$ cat config.mk
export PLATFORM = sky130hd
export DESIGN_NAME = dlx_ctrl_pipe
export DESIGN_NICKNAME = d
export VERILOG_FILES = /design/src/rtl/dlx_ctrl_pkg.sv /design/src/rtl/dlx_ctrl_dec.sv /design/src/rtl/dlx_ctrl_pipe.sv
export SDC_FILE = /design/constraint.sdc
export NUM_CORES = 1
export LEC_CHECK = 0
export BUFFER_PORTS_ARGS = -buffer_cell sky130_fd_sc_hd__buf_2
export CAP_MARGIN = 10
export CORE_MARGIN = 5
export CORE_UTILIZATION = 40
export DETAILED_ROUTE_END_ITERATION = 16
export PLACE_DENSITY = 0.67
export SKIP_CTS_REPAIR_TIMING = 1
export SLEW_MARGIN = 20
export SYNTH_ARGS = -nofsm -noshare
export SYNTH_HDL_FRONTEND = slang
export SYNTH_SLANG_ARGS = --single-unit
$ cat constraint.sdc
create_clock -name clk -period 2.89 [get_ports clk]
set_input_delay 0.578 -clock clk [delete_from_list [all_inputs] [get_ports clk]]
set_output_delay 0.578 -clock clk [all_outputs]
set_load 0.03 [all_outputs]
$ cat src/rtl/dlx_ctrl_pkg.sv
// dlx_ctrl_pkg: shared definitions for the DLX decode/control pipeline.
// Holds the per-stage control bundle, its width, the opcode/func codes the
// decoder keys on, the ALU control encodings and special instruction words.
package dlx_ctrl_pkg;

  // Control bundle carried EX -> MEM -> WB; the first member is the MSB.
  typedef struct packed {
    logic       valid;
    logic       reg_dst;
    logic       reg_wr;
    logic       fp_wr;
    logic       fp_rd;
    logic       ext_op;
    logic       alu_src;
    logic       mem_wr;
    logic       mem2reg;
    logic       branch;
    logic       branch_ne;
    logic       jump;
    logic [3:0] alu_ctr;
    logic [4:0] rd;
    logic [4:0] rs1;
    logic [4:0] rs2;
  } ctrl_t;

  localparam int CTRL_W = $bits(ctrl_t);

  localparam logic [31:0] NOP_INSTR      = 32'h0000_0013;
  localparam logic [31:0] EXT_ZERO_INSTR = 32'h0400_0016;

  // Opcodes
  localparam logic [5:0] OP_RTYPE = 6'h00;
  localparam logic [5:0] OP_FPR   = 6'h01;
  localparam logic [5:0] OP_ADDI  = 6'h08;
  localparam logic [5:0] OP_ADDUI = 6'h09;
  localparam logic [5:0] OP_SUBI  = 6'h0a;
  localparam logic [5:0] OP_SUBUI = 6'h0b;
  localparam logic [5:0] OP_ANDI  = 6'h0c;
  localparam logic [5:0] OP_ORI   = 6'h0d;
  localparam logic [5:0] OP_XORI  = 6'h0e;
  localparam logic [5:0] OP_SLLI  = 6'h14;
  localparam logic [5:0] OP_SRLI  = 6'h16;
  localparam logic [5:0] OP_SRAI  = 6'h17;
  localparam logic [5:0] OP_SEQI  = 6'h18;
  localparam logic [5:0] OP_SNEI  = 6'h19;
  localparam logic [5:0] OP_SLTI  = 6'h1a;
  localparam logic [5:0] OP_SGTI  = 6'h1b;
  localparam logic [5:0] OP_SLEI  = 6'h1c;
  localparam logic [5:0] OP_SGEI  = 6'h1d;

  // R-type function codes
  localparam logic [5:0] F_SLL   = 6'h04;
  localparam logic [5:0] F_SRL   = 6'h06;
  localparam logic [5:0] F_SRA   = 6'h07;
  localparam logic [5:0] F_ADD   = 6'h20;
  localparam logic [5:0] F_ADDU  = 6'h21;
  localparam logic [5:0] F_SUB   = 6'h22;
  localparam logic [5:0] F_SUBU  = 6'h23;
  localparam logic [5:0] F_AND   = 6'h24;
  localparam logic [5:0] F_OR    = 6'h25;
  localparam logic [5:0] F_XOR   = 6'h26;
  localparam logic [5:0] F_SEQ   = 6'h28;
  localparam logic [5:0] F_SNE   = 6'h29;
  localparam logic [5:0] F_SLT   = 6'h2a;
  localparam logic [5:0] F_SGT   = 6'h2b;
  localparam logic [5:0] F_SLE   = 6'h2c;
  localparam logic [5:0] F_SGE   = 6'h2d;
  localparam logic [5:0] F_FP_RD = 6'h34;
  localparam logic [5:0] F_FP_WR = 6'h35;

  // ALU control encodings
  localparam logic [3:0] ALU_AND = 4'b0000;
  localparam logic [3:0] ALU_OR  = 4'b0001;
  localparam logic [3:0] ALU_XOR = 4'b0010;
  localparam logic [3:0] ALU_FPR = 4'b0011;
  localparam logic [3:0] ALU_SLL = 4'b0100;
  localparam logic [3:0] ALU_ADD = 4'b0101;
  localparam logic [3:0] ALU_SRA = 4'b0110;
  localparam logic [3:0] ALU_SRL = 4'b0111;
  localparam logic [3:0] ALU_SEQ = 4'b1000;
  localparam logic [3:0] ALU_SNE = 4'b1001;
  localparam logic [3:0] ALU_SGE = 4'b1010;
  localparam logic [3:0] ALU_SLE = 4'b1011;
  localparam logic [3:0] ALU_SGT = 4'b1100;
  localparam logic [3:0] ALU_SUB = 4'b1101;
  localparam logic [3:0] ALU_SLT = 4'b1110;

endpackage

$ cat src/rtl/dlx_ctrl_dec.sv
// dlx_ctrl_dec: purely combinational DLX instruction decoder.
// Ports:
//   instr - 32-bit instruction, bit 0 is the MSB (opcode [0:5], func [26:31])
//   ctrl  - decoded control bundle; valid is always 1, the pipeline gates it
module dlx_ctrl_dec
  import dlx_ctrl_pkg::*;
(
  input  logic [0:31] instr,
  output ctrl_t       ctrl
);

  logic [5:0] op_s;
  logic [5:0] fn_s;
  logic [3:0] alu_s;

  // op_s[5] is the opcode MSB, op_s[0] is instruction bit 5.
  assign op_s = instr[0:5];
  assign fn_s = instr[26:31];

  // ALU control: R-type by func, immediates by opcode, everything else adds.
  always_comb begin
    alu_s = ALU_ADD;
    if (op_s == OP_RTYPE) begin
      case (fn_s)
        F_ADD, F_ADDU: alu_s = ALU_ADD;
        F_SUB, F_SUBU: alu_s = ALU_SUB;
        F_AND:         alu_s = ALU_AND;
        F_OR:          alu_s = ALU_OR;
        F_XOR:         alu_s = ALU_XOR;
        F_SEQ:         alu_s = ALU_SEQ;
        F_SNE:         alu_s = ALU_SNE;
        F_SLT:         alu_s = ALU_SLT;
        F_SGT:         alu_s = ALU_SGT;
        F_SLE:         alu_s = ALU_SLE;
        F_SGE:         alu_s = ALU_SGE;
        F_SLL:         alu_s = ALU_SLL;
        F_SRL:         alu_s = ALU_SRL;
        F_SRA:         alu_s = ALU_SRA;
        default:       alu_s = ALU_ADD;
      endcase
    end else if (op_s == OP_FPR) begin
      alu_s = ALU_FPR;
    end else begin
      case (op_s)
        OP_ADDI, OP_ADDUI: alu_s = ALU_ADD;
        OP_SUBI, OP_SUBUI: alu_s = ALU_SUB;
        OP_ANDI:           alu_s = ALU_AND;
        OP_ORI:            alu_s = ALU_OR;
        OP_XORI:           alu_s = ALU_XOR;
        OP_SEQI:           alu_s = ALU_SEQ;
        OP_SNEI:           alu_s = ALU_SNE;
        OP_SLTI:           alu_s = ALU_SLT;
        OP_SGTI:           alu_s = ALU_SGT;
        OP_SLEI:           alu_s = ALU_SLE;
        OP_SGEI:           alu_s = ALU_SGE;
        OP_SLLI:           alu_s = ALU_SLL;
        OP_SRLI:           alu_s = ALU_SRL;
        OP_SRAI:           alu_s = ALU_SRA;
        default:           alu_s = ALU_ADD;
      endcase
    end
  end

  // Remaining bundle fields from opcode class, func and register fields.
  always_comb begin
    ctrl           = '0;
    ctrl.valid     = 1'b1;
    ctrl.alu_src   = |op_s[5:3];
    ctrl.mem_wr    = (op_s[5:3] == 3'b101);
    ctrl.mem2reg   = (op_s[5:3] == 3'b100);
    ctrl.reg_dst   = (op_s[5:1] == 5'b00000);
    ctrl.branch    = (op_s[5:2] == 4'b0001) && !op_s[0];
    ctrl.branch_ne = (op_s[5:2] == 4'b0001) && op_s[0];
    ctrl.jump      = (op_s[5:1] == 5'b01001);
    ctrl.reg_wr    = !(ctrl.mem_wr || ctrl.branch || ctrl.branch_ne ||
                       ctrl.jump || (instr == NOP_INSTR));
    ctrl.ext_op    = !((op_s == OP_ADDUI) || (op_s == OP_SUBUI) ||
                       (instr == EXT_ZERO_INSTR));
    ctrl.fp_rd     = (fn_s == F_FP_RD);
    ctrl.fp_wr     = (fn_s == F_FP_WR);
    ctrl.alu_ctr   = alu_s;
    ctrl.rd        = ctrl.reg_dst ? instr[16:20] : instr[11:15];
    ctrl.rs1       = instr[6:10];
    ctrl.rs2       = instr[11:15];
  end

endmodule

$ cat src/rtl/dlx_ctrl_pipe.sv
// dlx_ctrl_pipe: DLX decode stage plus registered EX/MEM/WB control pipeline
// with load-use interlock, branch flush and an optional FP multiply interlock.
// Optional feature macro: DLX_FP_MULT_INTERLOCK_EN (multiply occupancy stall).
// Ports:
//   clk, rst        - clock, synchronous active-high reset
//   if_valid/instr  - fetched instruction and its valid flag
//   id_ready        - decode accepts if_instr this cycle
//   ex_taken        - EX resolved a taken branch/jump: flush the decode slot
//   ex/mem/wb_ctrl  - control bundles per stage (wb is zero if CTRL_DEPTH=2)
//   stall_cnt       - saturating count of cycles with id_ready low
module dlx_ctrl_pipe
  import dlx_ctrl_pkg::*;
#(
  parameter int MULT_LAT   = 4,
  parameter int CTRL_DEPTH = 3
) (
  input  logic              clk,
  input  logic              rst,
  input  logic              if_valid,
  input  logic [0:31]       if_instr,
  output logic              id_ready,
  input  logic              ex_taken,
  output logic [CTRL_W-1:0] ex_ctrl,
  output logic [CTRL_W-1:0] mem_ctrl,
  output logic [CTRL_W-1:0] wb_ctrl,
  output logic [15:0]       stall_cnt
);

  if ((MULT_LAT < 2) || (MULT_LAT > 15)) begin : g_bad_mult_lat
    $error("dlx_ctrl_pipe: MULT_LAT must be 2..15");
  end
  if ((CTRL_DEPTH < 2) || (CTRL_DEPTH > 3)) begin : g_bad_depth
    $error("dlx_ctrl_pipe: CTRL_DEPTH must be 2..3");
  end

  ctrl_t       dec_s;
  ctrl_t       ex_r;
  ctrl_t       mem_r;
  ctrl_t       wb_r;
  logic        lu_hazard_s;
  logic        mult_hazard_s;
  logic        stall_s;
  logic        issue_s;
  logic [15:0] stall_cnt_r;

  dlx_ctrl_dec u_dec (
    .instr (if_instr),
    .ctrl  (dec_s)
  );

  // Load-use: a load in EX whose destination feeds the decoding instruction.
  // rs2 is only a real source for register-format ops and stores.
  always_comb begin
    lu_hazard_s = 1'b0;
    if (if_valid && ex_r.valid && ex_r.mem2reg && (ex_r.rd != 5'd0)) begin
      lu_hazard_s = (ex_r.rd == dec_s.rs1) ||
                    ((dec_s.reg_dst || dec_s.mem_wr) && (ex_r.rd == dec_s.rs2));
    end else begin
      lu_hazard_s = 1'b0;
    end
  end

`ifdef DLX_FP_MULT_INTERLOCK_EN
  logic [3:0] mult_cnt_r;
  logic       is_mult_s;

  assign is_mult_s     = (if_instr[0:5] == OP_FPR);
  assign mult_hazard_s = if_valid && (mult_cnt_r != 4'd0) &&
                         (is_mult_s || dec_s.fp_rd);

  // Multiply occupancy: load on issue of a multiply, then count down to idle.
  always_ff @(posedge clk) begin
    if (rst) begin
      mult_cnt_r <= 4'd0;
    end else if (issue_s && is_mult_s) begin
      mult_cnt_r <= 4'(MULT_LAT - 1);
    end else if (mult_cnt_r != 4'd0) begin
      mult_cnt_r <= mult_cnt_r - 4'd1;
    end else begin
      mult_cnt_r <= mult_cnt_r;
    end
  end
`else
  assign mult_hazard_s = 1'b0;
`endif

  // A taken branch drops the decode slot, so it overrides every stall.
  assign stall_s  = (lu_hazard_s || mult_hazard_s) && !ex_taken;
  assign id_ready = !stall_s;
  assign issue_s  = if_valid && !stall_s && !ex_taken;

  // Control pipeline: anything not issued enters EX as an all-zero bubble.
  always_ff @(posedge clk) begin
    if (rst) begin
      ex_r  <= '0;
      mem_r <= '0;
      wb_r  <= '0;
    end else begin
      ex_r  <= issue_s ? dec_s : ctrl_t'('0);
      mem_r <= ex_r;
      wb_r  <= (CTRL_DEPTH == 3) ? mem_r : ctrl_t'('0);
    end
  end

  // Stall cycle counter, saturating at all-ones.
  always_ff @(posedge clk) begin
    if (rst) begin
      stall_cnt_r <= 16'd0;
    end else if (stall_s && (stall_cnt_r != 16'hFFFF)) begin
      stall_cnt_r <= stall_cnt_r + 16'd1;
    end else begin
      stall_cnt_r <= stall_cnt_r;
    end
  end

  assign ex_ctrl   = ex_r;
  assign mem_ctrl  = mem_r;
  assign wb_ctrl   = wb_r;
  assign stall_cnt = stall_cnt_r;

endmodule

==> reports/qor.yml, run 1 <==
dieWidth_um: 110
die_area_um2: 12100
place_hpwl_um: 7690
power.density_nw_per_um2: 532
drive_above_1_share: 0.322
cp_cell_sequence: "buf_2 > or4_1 > a211oi_2 > a22o_2 > nand2b_1 > buf_2"
min_period_over_period: 0.938
rsz0062_at_grt: "false"
fin_crit_ns: 2.71
synth_ff_type: "dfxtp_1"
end_kind: "primary output"
cp-start-kind: "primary input"
worstPathRequired_ns: 2.31
r2r_slack_ns: 0.70
post-route-drc-count: 0
grt_max_degree: 79
ios: 146
synth-seq-cells: 109
cts_max_level: 3
antenna_found_initial: 1
ir_drop_mv: 0.208
cts_sinks: 109
fmax_ghz: 0.369
grt_pass1_vias: 2975
start_util: 0.411
hold_viol_final: 0
setup_viol: 0
ys_warn_count: 0
wl_per_cell_um: 14.7
grt_pass1_wl_um: 14900
antenna_cells: 0
routed_wirelength_um: 9960
drv_slew: 0
relSlewSlack: 0.501
core_area_um2: 9770
netlist_area_um2: 4020
root_buffer: "clkbuf_8"
gp_congestion: 0.835
num_rows: 36
slowest_stage: "or4_1"
cp.buffers_inverters: 2
cts_tree: "done"
synth_cells: 399
clkTransAtPathRegs_ns: 0.10
status: "complete, no violations"
tightest_slew_ns: 0.749
port_buffers: 145
worstPathMaxFanout: 8
drtPass1Iterations: 4
clockBufferDepth: 2
postRouteAntennaNets: 0
synthDistinctLibCells: 47
async_flop_share: 0
clk_latency_ns: 0.37
crit_top_cell: "buf_2"
skew_ns: 0.0162
min_path_type: "flop to flop"
vias: 3224
syn_avg_cell_area_um2: 10.1
avgViaCountPerCell: 4.74
nNetsFinal: 589
cp_top_family: "simple AND/OR/NAND/NOR gates"
cts_made_buffers: 9
first_iter_violations: 228
grt_use_total: 0.160
syn2layout_area_growth_pct: 26.8
crit_path_max_incr_delay_ns: 0.58
crit_type: "primary input to primary output"
synth_fp_nets: 446
setup_tns_ns: 0
drv_cap: 0
gr-total-overflow: 0
post-place-ws_ns: 0.182
synth_edf_count: 0
arrival_ns: 2.13
ys_seq_area_frac: 0.543
worst_slack_ns: 0.180
die_y_um: 110
p_leak_nw: 2.44
==> synthesized netlist by cell type (all sizes together), types with 2 or more instances <==
| master | n | share of area |
|---|---|---|
| xnor2 | 2 | 0.0044 |
| inv | 8 | 0.0075 |
| nand3 | 10 | 0.012 |
| mux2i | 7 | 0.017 |
| o21ai | 13 | 0.017 |
| and3 | 18 | 0.028 |
| and2 | 3 | 0.0047 |
| buf | 4 | 0.0075 |
| a21oi | 11 | 0.014 |
| dfxtp | 109 | 0.54 |
| nand4 | 5 | 0.0078 |
| xor2 | 16 | 0.035 |
| clkbuf | 16 | 0.015 |
| nand2b | 4 | 0.0062 |
| or3 | 5 | 0.0078 |
| o31ai | 3 | 0.0056 |
| nor2b | 71 | 0.11 |
| nor2 | 25 | 0.023 |
| o2111ai | 2 | 0.0044 |
| ha | 11 | 0.034 |
| a311oi | 4 | 0.0087 |
| nor3b | 2 | 0.0037 |
| a22o | 2 | 0.0047 |
| nor4 | 8 | 0.014 |
| nor3 | 9 | 0.011 |
| nor4bb | 2 | 0.0050 |
| or4 | 4 | 0.0075 |
| nand2 | 13 | 0.013 |
==> final timing paths <==
kind,to,cells after the start,from
worst max-delay path,id_ready,6,if_instr[0]
worst min-delay path,mem_ctrl[20],1,ex_ctrl[20]
worst min register to register,mem_ctrl[20],1,ex_ctrl[20]
worst max register to register,stall_cnt[11],7,stall_cnt[0]
==> layer usage <==
layer	up-vias	routed length, µm	global-route usage
met5	-	7	0
met1	1463	4400	0.204
met4	2	165	0.0651
met3	16	935	0.0547
met2	108	4450	0.247
li1	1635	-	-
==> cells in the final DEF, fill, tap and decap left out, types with 9 or more instances in the layout <==
master | synthesis | final
buf_2 | 0 | 145
dfxtp_1 | 109 | 109
nor2b_1 | 71 | 71
nor2_1 | 25 | 25
and3_1 | 18 | 18
xor2_1 | 16 | 16
nand2_1 | 12 | 12
a21oi_1 | 11 | 11
ha_1 | 11 | 11
nand3_1 | 10 | 10
nor3_1 | 9 | 9
clkbuf_8 | 0 | 9
==> sequential cells by signal, indices dropped and copies added (netlist names) <==
register,cells
ex_ctrl,31
mem_ctrl,31
wb_ctrl,31
stall_cnt,16
==> through the flow <==
step                utilization  total power [mW]  hold WS (ns)  instances  cell area, µm²
floorplan                     -              1.69         0.600        399            4020
global placement          0.498              1.77         0.443        664            4870
detailed placement        0.498              1.78         0.449        664            4870
CTS                       0.520              2.74         0.438        680            5090
global route              0.521              2.83         0.445        680            5090
finish                    0.521              2.71         0.464        680            5090
==> power breakdown <==
part / internal [mW] / total, mW / switching, mW
sequential: 1.52 / 1.53 / 0.0118
combinational: 0.0722 / 0.210 / 0.138
clock: 0.424 / 0.967 / 0.543
==> kinds of logic after synthesis <==
logic type | after synthesis | share of synthesized area
compound gates | 45 | 0.0772
fa+ha+maj | 11 | 0.0343
mux | 7 | 0.0174
simple gates | 181 | 0.259
buf+inv | 28 | 0.0299
flops | 109 | 0.543
xor+xnor | 18 | 0.0392
==> layout make-up <==
class / count / area (µm²)
fillers: 939 / 4680
clock inverters: 7 / 90.1
clock buffers: 9 / 124
multi-input cells: 262 / 1720
well taps: 133 / 166
inverters: 8 / 30.0
flip-flops and latches: 109 / 2180
repair buffers: 152 / 778
Note: power is estimated with default switching activity, not from simulation.
==> run 2: changes to the inputs <==
--- a/config.mk
+++ b/config.mk
@@ -7,11 +7,11 @@
 export LEC_CHECK = 0
 export BUFFER_PORTS_ARGS = -buffer_cell sky130_fd_sc_hd__buf_2
 export CAP_MARGIN = 10
+export CORE_ASPECT_RATIO = 1.4
 export CORE_MARGIN = 5
 export CORE_UTILIZATION = 40
 export DETAILED_ROUTE_END_ITERATION = 16
 export PLACE_DENSITY = 0.67
-export SKIP_CTS_REPAIR_TIMING = 1
 export SLEW_MARGIN = 20
 export SYNTH_ARGS = -nofsm -noshare
 export SYNTH_HDL_FRONTEND = slang
==> reports/qor.yml, run 2 (synthesis results as in run 1) <==
rsz0062_at_grt: "false"
cts_sinks: 109
hold_viol_final: 0
regToRegStartpoint: "stall_cnt[0]"
hp-start: "ex_ctrl[29]"
vias: 3269
drv_slew: 0
drtPass1Iterations: 4
die_area_um2: 12200
grt_use_total: 0.155
antenna_cells: 0
arrival_ns: 2.05
p_leak_nw: 2.49
min_period_over_period: 0.911
crit_type: "primary input to primary output"
grt_pass1_wl_um: 14800
fin_crit_ns: 2.63
port_buffers: 145
min_path_type: "flop to flop"
final_cell_mix: "buf_2 (145), dfxtp_1 (109), nor2b_1 (71), nor2_1 (25), and3_1 (18)"
status: "complete, no violations"
power.density_nw_per_um2: 576
place_hpwl_um: 7540
r2r_slack_ns: 0.70
gr-total-overflow: 0
relSlewSlack: 0.499
final_common_cell: "buf_2"
nNetsFinal: 591
post_cts_buffers: 0
setup_viol: 0
reg2reg_depth: 7
clockBufferDepth: 2
drv_cap: 0
dieWidth_um: 94.7
tightest_slew_ns: 0.751
ir_drop_mv: 0.284
start_util: 0.406
cp-start-kind: "primary input"
clk_latency_ns: 0.34
ios: 146
postRouteAntennaNets: 0
gp_congestion: 0.904
holdPathStages: 1
setup_tns_ns: 0
end_kind: "primary output"
post-route-drc-count: 0
root_buffer: "clkbuf_16"
skew_ns: 0.0116
fmax_ghz: 0.380
die_y_um: 129
min_to: "mem_ctrl[29]"
antenna_found_initial: 0
avgViaCountPerCell: 4.78
grt_pass1_vias: 3034
cts_hold_buf: 0
drive_above_1_share: 0.324
dp.cells: 668
wl_per_cell_um: 14.1
num_rows: 43
cts_made_buffers: 9
stdcell_count: 684
core_area_um2: 9900
first_iter_violations: 113
routed_wirelength_um: 9660
cts_tree: "done"
worstPathRequired_ns: 2.31
r2r-end: "stall_cnt[11]"
grt_max_degree: 79
clkTransAtPathRegs_ns: 0.07
worstPathMaxFanout: 3
syn2layout_area_growth_pct: 29.7
cts_max_level: 3
==> run 2: cell count changes in the layout (fill, tap and decap cells not counted), sizes merged <==
cell	before	now
clkinvlp	0	1
inv	11	12
buf	152	154
clkinv	3	1
==> run 2: worst max-delay path, stage by stage <==
cell and delay [ns]:
buf_2 0.10, or4_1 0.58, a211oi_2 0.29, a22o_2 0.23
nand2b_1 0.08, buf_2 0.19
==> run 2: worst max-delay path by stage <==
stage / startpoint / endpoint / slack [ns] / cells past startpoint
2_1_floorplan: if_instr[0] / id_ready / 0.29 / 6
3_3_place_gp: if_instr[0] / id_ready / 0.25 / 6
3_5_place_dp: if_instr[0] / id_ready / 0.24 / 6
4_1_cts: ex_ctrl[11] / id_ready / 0.10 / 4
5_1_grt: if_instr[0] / id_ready / 0.18 / 6
6_report: if_instr[0] / id_ready / 0.26 / 6
==> run 2: where the power goes <==
part | internal, mW | total, mW | leakage (nW) | switching, mW
Combinational | 0.0742 | 0.214 | 1.46 | 0.140
Sequential | 1.52 | 1.53 | 0.882 | 0.0106
Clock | 0.692 | 1.26 | 0.150 | 0.565
==> run 2: layer usage <==
layer / wire length, µm / up-vias / track usage
met2: 4830 / 123 / 0.268
met4: 262 / 0 / 0.0807
met5: 0 / - / 0
li1: - / 1652 / -
met3: 637 / 21 / 0.0351
met1: 3930 / 1473 / 0.178
==> run 2: cell type report <==
cell class / count / area [µm²]
well taps: 135 / 169
inverters: 8 / 30.0
multi-input cells: 262 / 1720
flip-flops and latches: 109 / 2180
fillers: 961 / 4690
clock inverters: 7 / 88.8
clock buffers: 9 / 225
repair buffers: 154 / 793
==> run 2: stage by stage <==
stage	setup WS [ns]	power (mW)	area, µm²	hold slack (ns)	util
final	0.257	3.00	5210	0.456	0.526
after floorplan	0.289	1.69	4020	0.600	-
after global placement	0.245	1.78	4890	0.443	0.494
after global routing	0.182	3.11	5210	0.470	0.526
after CTS	0.102	3.03	5200	0.458	0.526
after detailed placement	0.243	1.78	4890	0.448	0.494
==> run 2: what timing repair did <==
item,4_1_cts,5_1_grt
resized for setup,0,1
setup endpoints to repair,0,1
hold endpoints to repair,0,0
==> run 3: changes to the inputs <==
--- a/config.mk
+++ b/config.mk
@@ -11,7 +11,7 @@
 export CORE_MARGIN = 5
 export CORE_UTILIZATION = 40
 export DETAILED_ROUTE_END_ITERATION = 16
-export PLACE_DENSITY = 0.67
+export PLACE_DENSITY = 0.76
 export SLEW_MARGIN = 20
 export SYNTH_ARGS = -nofsm -noshare
 export SYNTH_HDL_FRONTEND = slang
==> reports/qor.yml, run 3 (synthesis results as in run 1) <==
tightest_slew_ns: 0.743
use_met1: 0.187
min_period_over_period: 0.942
syn2layout_area_growth_pct: 28.5
p_leak_nw: 2.47
design_area_um2: 5160
routed_wirelength_um: 9710
port_buffers: 145
root_buffer: "clkbuf_16"
status: "complete, no violations"
cts_resized: 0
worstPathMaxFanout: 5
power.density_nw_per_um2: 559
path_depth: 4
top_usage_layer: "met2"
die_y_um: 129
clk_latency_ns: 0.34
start_util: 0.406
final_common_cell: "buf_2"
slowest_stage: "or4_1"
use_met2: 0.266
cp_top_family: "simple AND/OR/NAND/NOR gates"
endpoint: "id_ready"
grt_use_total: 0.160
grt_pass1_vias: 3072
arrival_ns: 2.14
ios: 146
vias: 3281
gr-total-overflow: 0
end_kind: "primary output"
cts_tree: "done"
drive_above_1_share: 0.320
whs_ns: 0.459
antenna_found_initial: 1
clkTransAtPathRegs_ns: 0.07
grt_max_degree: 79
fin_crit_ns: 2.72
crit_path_max_incr_delay_ns: 0.55
dieWidth_um: 94.7
r2r_slack_ns: 0.71
place_area_um2: 4870
cp-start-kind: "flop"
drtPass1Iterations: 4
relSlewSlack: 0.504
setup_tns_ns: 0
fill_cells: 965
cts_made_buffers: 9
place_hpwl_um: 7730
core_area_um2: 9900
num_rows: 43
fmax_ghz: 0.367
die_area_um2: 12200
r2r-end: "stall_cnt[11]"
clockBufferDepth: 2
drv_cap: 0
grt_pass1_wl_um: 15200
crit_type: "flop to primary output"
postRouteAntennaNets: 0
worstPathRequired_ns: 2.31
grt_use_met3: 0.0450
drv_slew: 0
regToRegStartpoint: "stall_cnt[0]"
cts_sinks: 109
cp.buffers_inverters: 1
reg2reg_depth: 7
hold_viol_final: 0
final_cell_mix: "buf_2 (145), dfxtp_1 (109), nor2b_1 (71), nor2_1 (25), and3_1 (18)"
wl_per_cell_um: 14.2
hp-start: "ex_ctrl[19]"
avgViaCountPerCell: 4.80
setup_viol: 0
post-route-drc-count: 0
skew_ns: 0.00625
cp_cell_sequence: "or4_1 > o2111ai_1 > nand2b_1 > buf_2"
min_path_type: "flop to flop"
rsz0062_at_grt: "false"
post_cts_buffers: 0
gp_congestion: 0.833
power_mw: 2.88
ir_drop_mv: 0.246
nNetsFinal: 589
first_iter_violations: 153
cts_max_level: 3
crit_start: "ex_ctrl[11]"
cts_hold_buf: 0
## run 3: changes by cell type in the layout (fill, tap and decap cells not counted), moves of 2 or more
cell and delta:
clkinvlp_4 +2, buf_4 -2, inv_6 -4, inv_8 +2
## run 3: worst min path at each step
stage                        end  slack [ns]  cells past startpoint
floorplan            mem_ctrl[0]        0.60                      1
detailed placement    wb_ctrl[8]        0.44                      1
finish              mem_ctrl[19]        0.46                      1
CTS                 mem_ctrl[19]        0.46                      1
global route         wb_ctrl[22]        0.47                      1
global placement    mem_ctrl[20]        0.44                      1
## run 3: area by class of cell
cell class / count / area [µm²] / share of cell area
tap: 135 / 169 / 0.0327
clock buffer: 9 / 225 / 0.0436
timing repair buffer: 152 / 778 / 0.151
multi-input combinational: 262 / 1720 / 0.332
sequential: 109 / 2180 / 0.423
clock inverter: 7 / 58.8 / 0.0114
antenna: 1 / 2.50 / 0.000485
inverter: 8 / 30.0 / 0.00582
## run 3: where the power goes
group          switching, mW  internal, mW  total [mW]
clock network          0.545         0.596        1.14
logic                  0.138        0.0724       0.211
registers             0.0103          1.52        1.53
## run 3: through the flow
stage	worst slack [ns]	util	cells
after CTS	0.134	0.521	682
final	0.169	0.521	683
after global placement	0.171	0.492	666
after detailed placement	0.150	0.492	666
after global routing	0.0445	0.521	683
after floorplan	0.289	-	399
## run 3: worst reg2reg max path, cell delays in order (launching register included)
cell and delay (ns):
dfxtp_1 0.37, ha_1 0.23, and3_1 0.20, and3_1 0.24
a311oi_1 0.53, nand3_1 0.19, xnor2_1 0.15, nor2b_1 0.12
## run 3: routing by layer
layer	wire, µm	up-vias
li1	-	1645
met3	772	23
met5	0	-
met1	3840	1488
met4	294	0
met2	4810	125
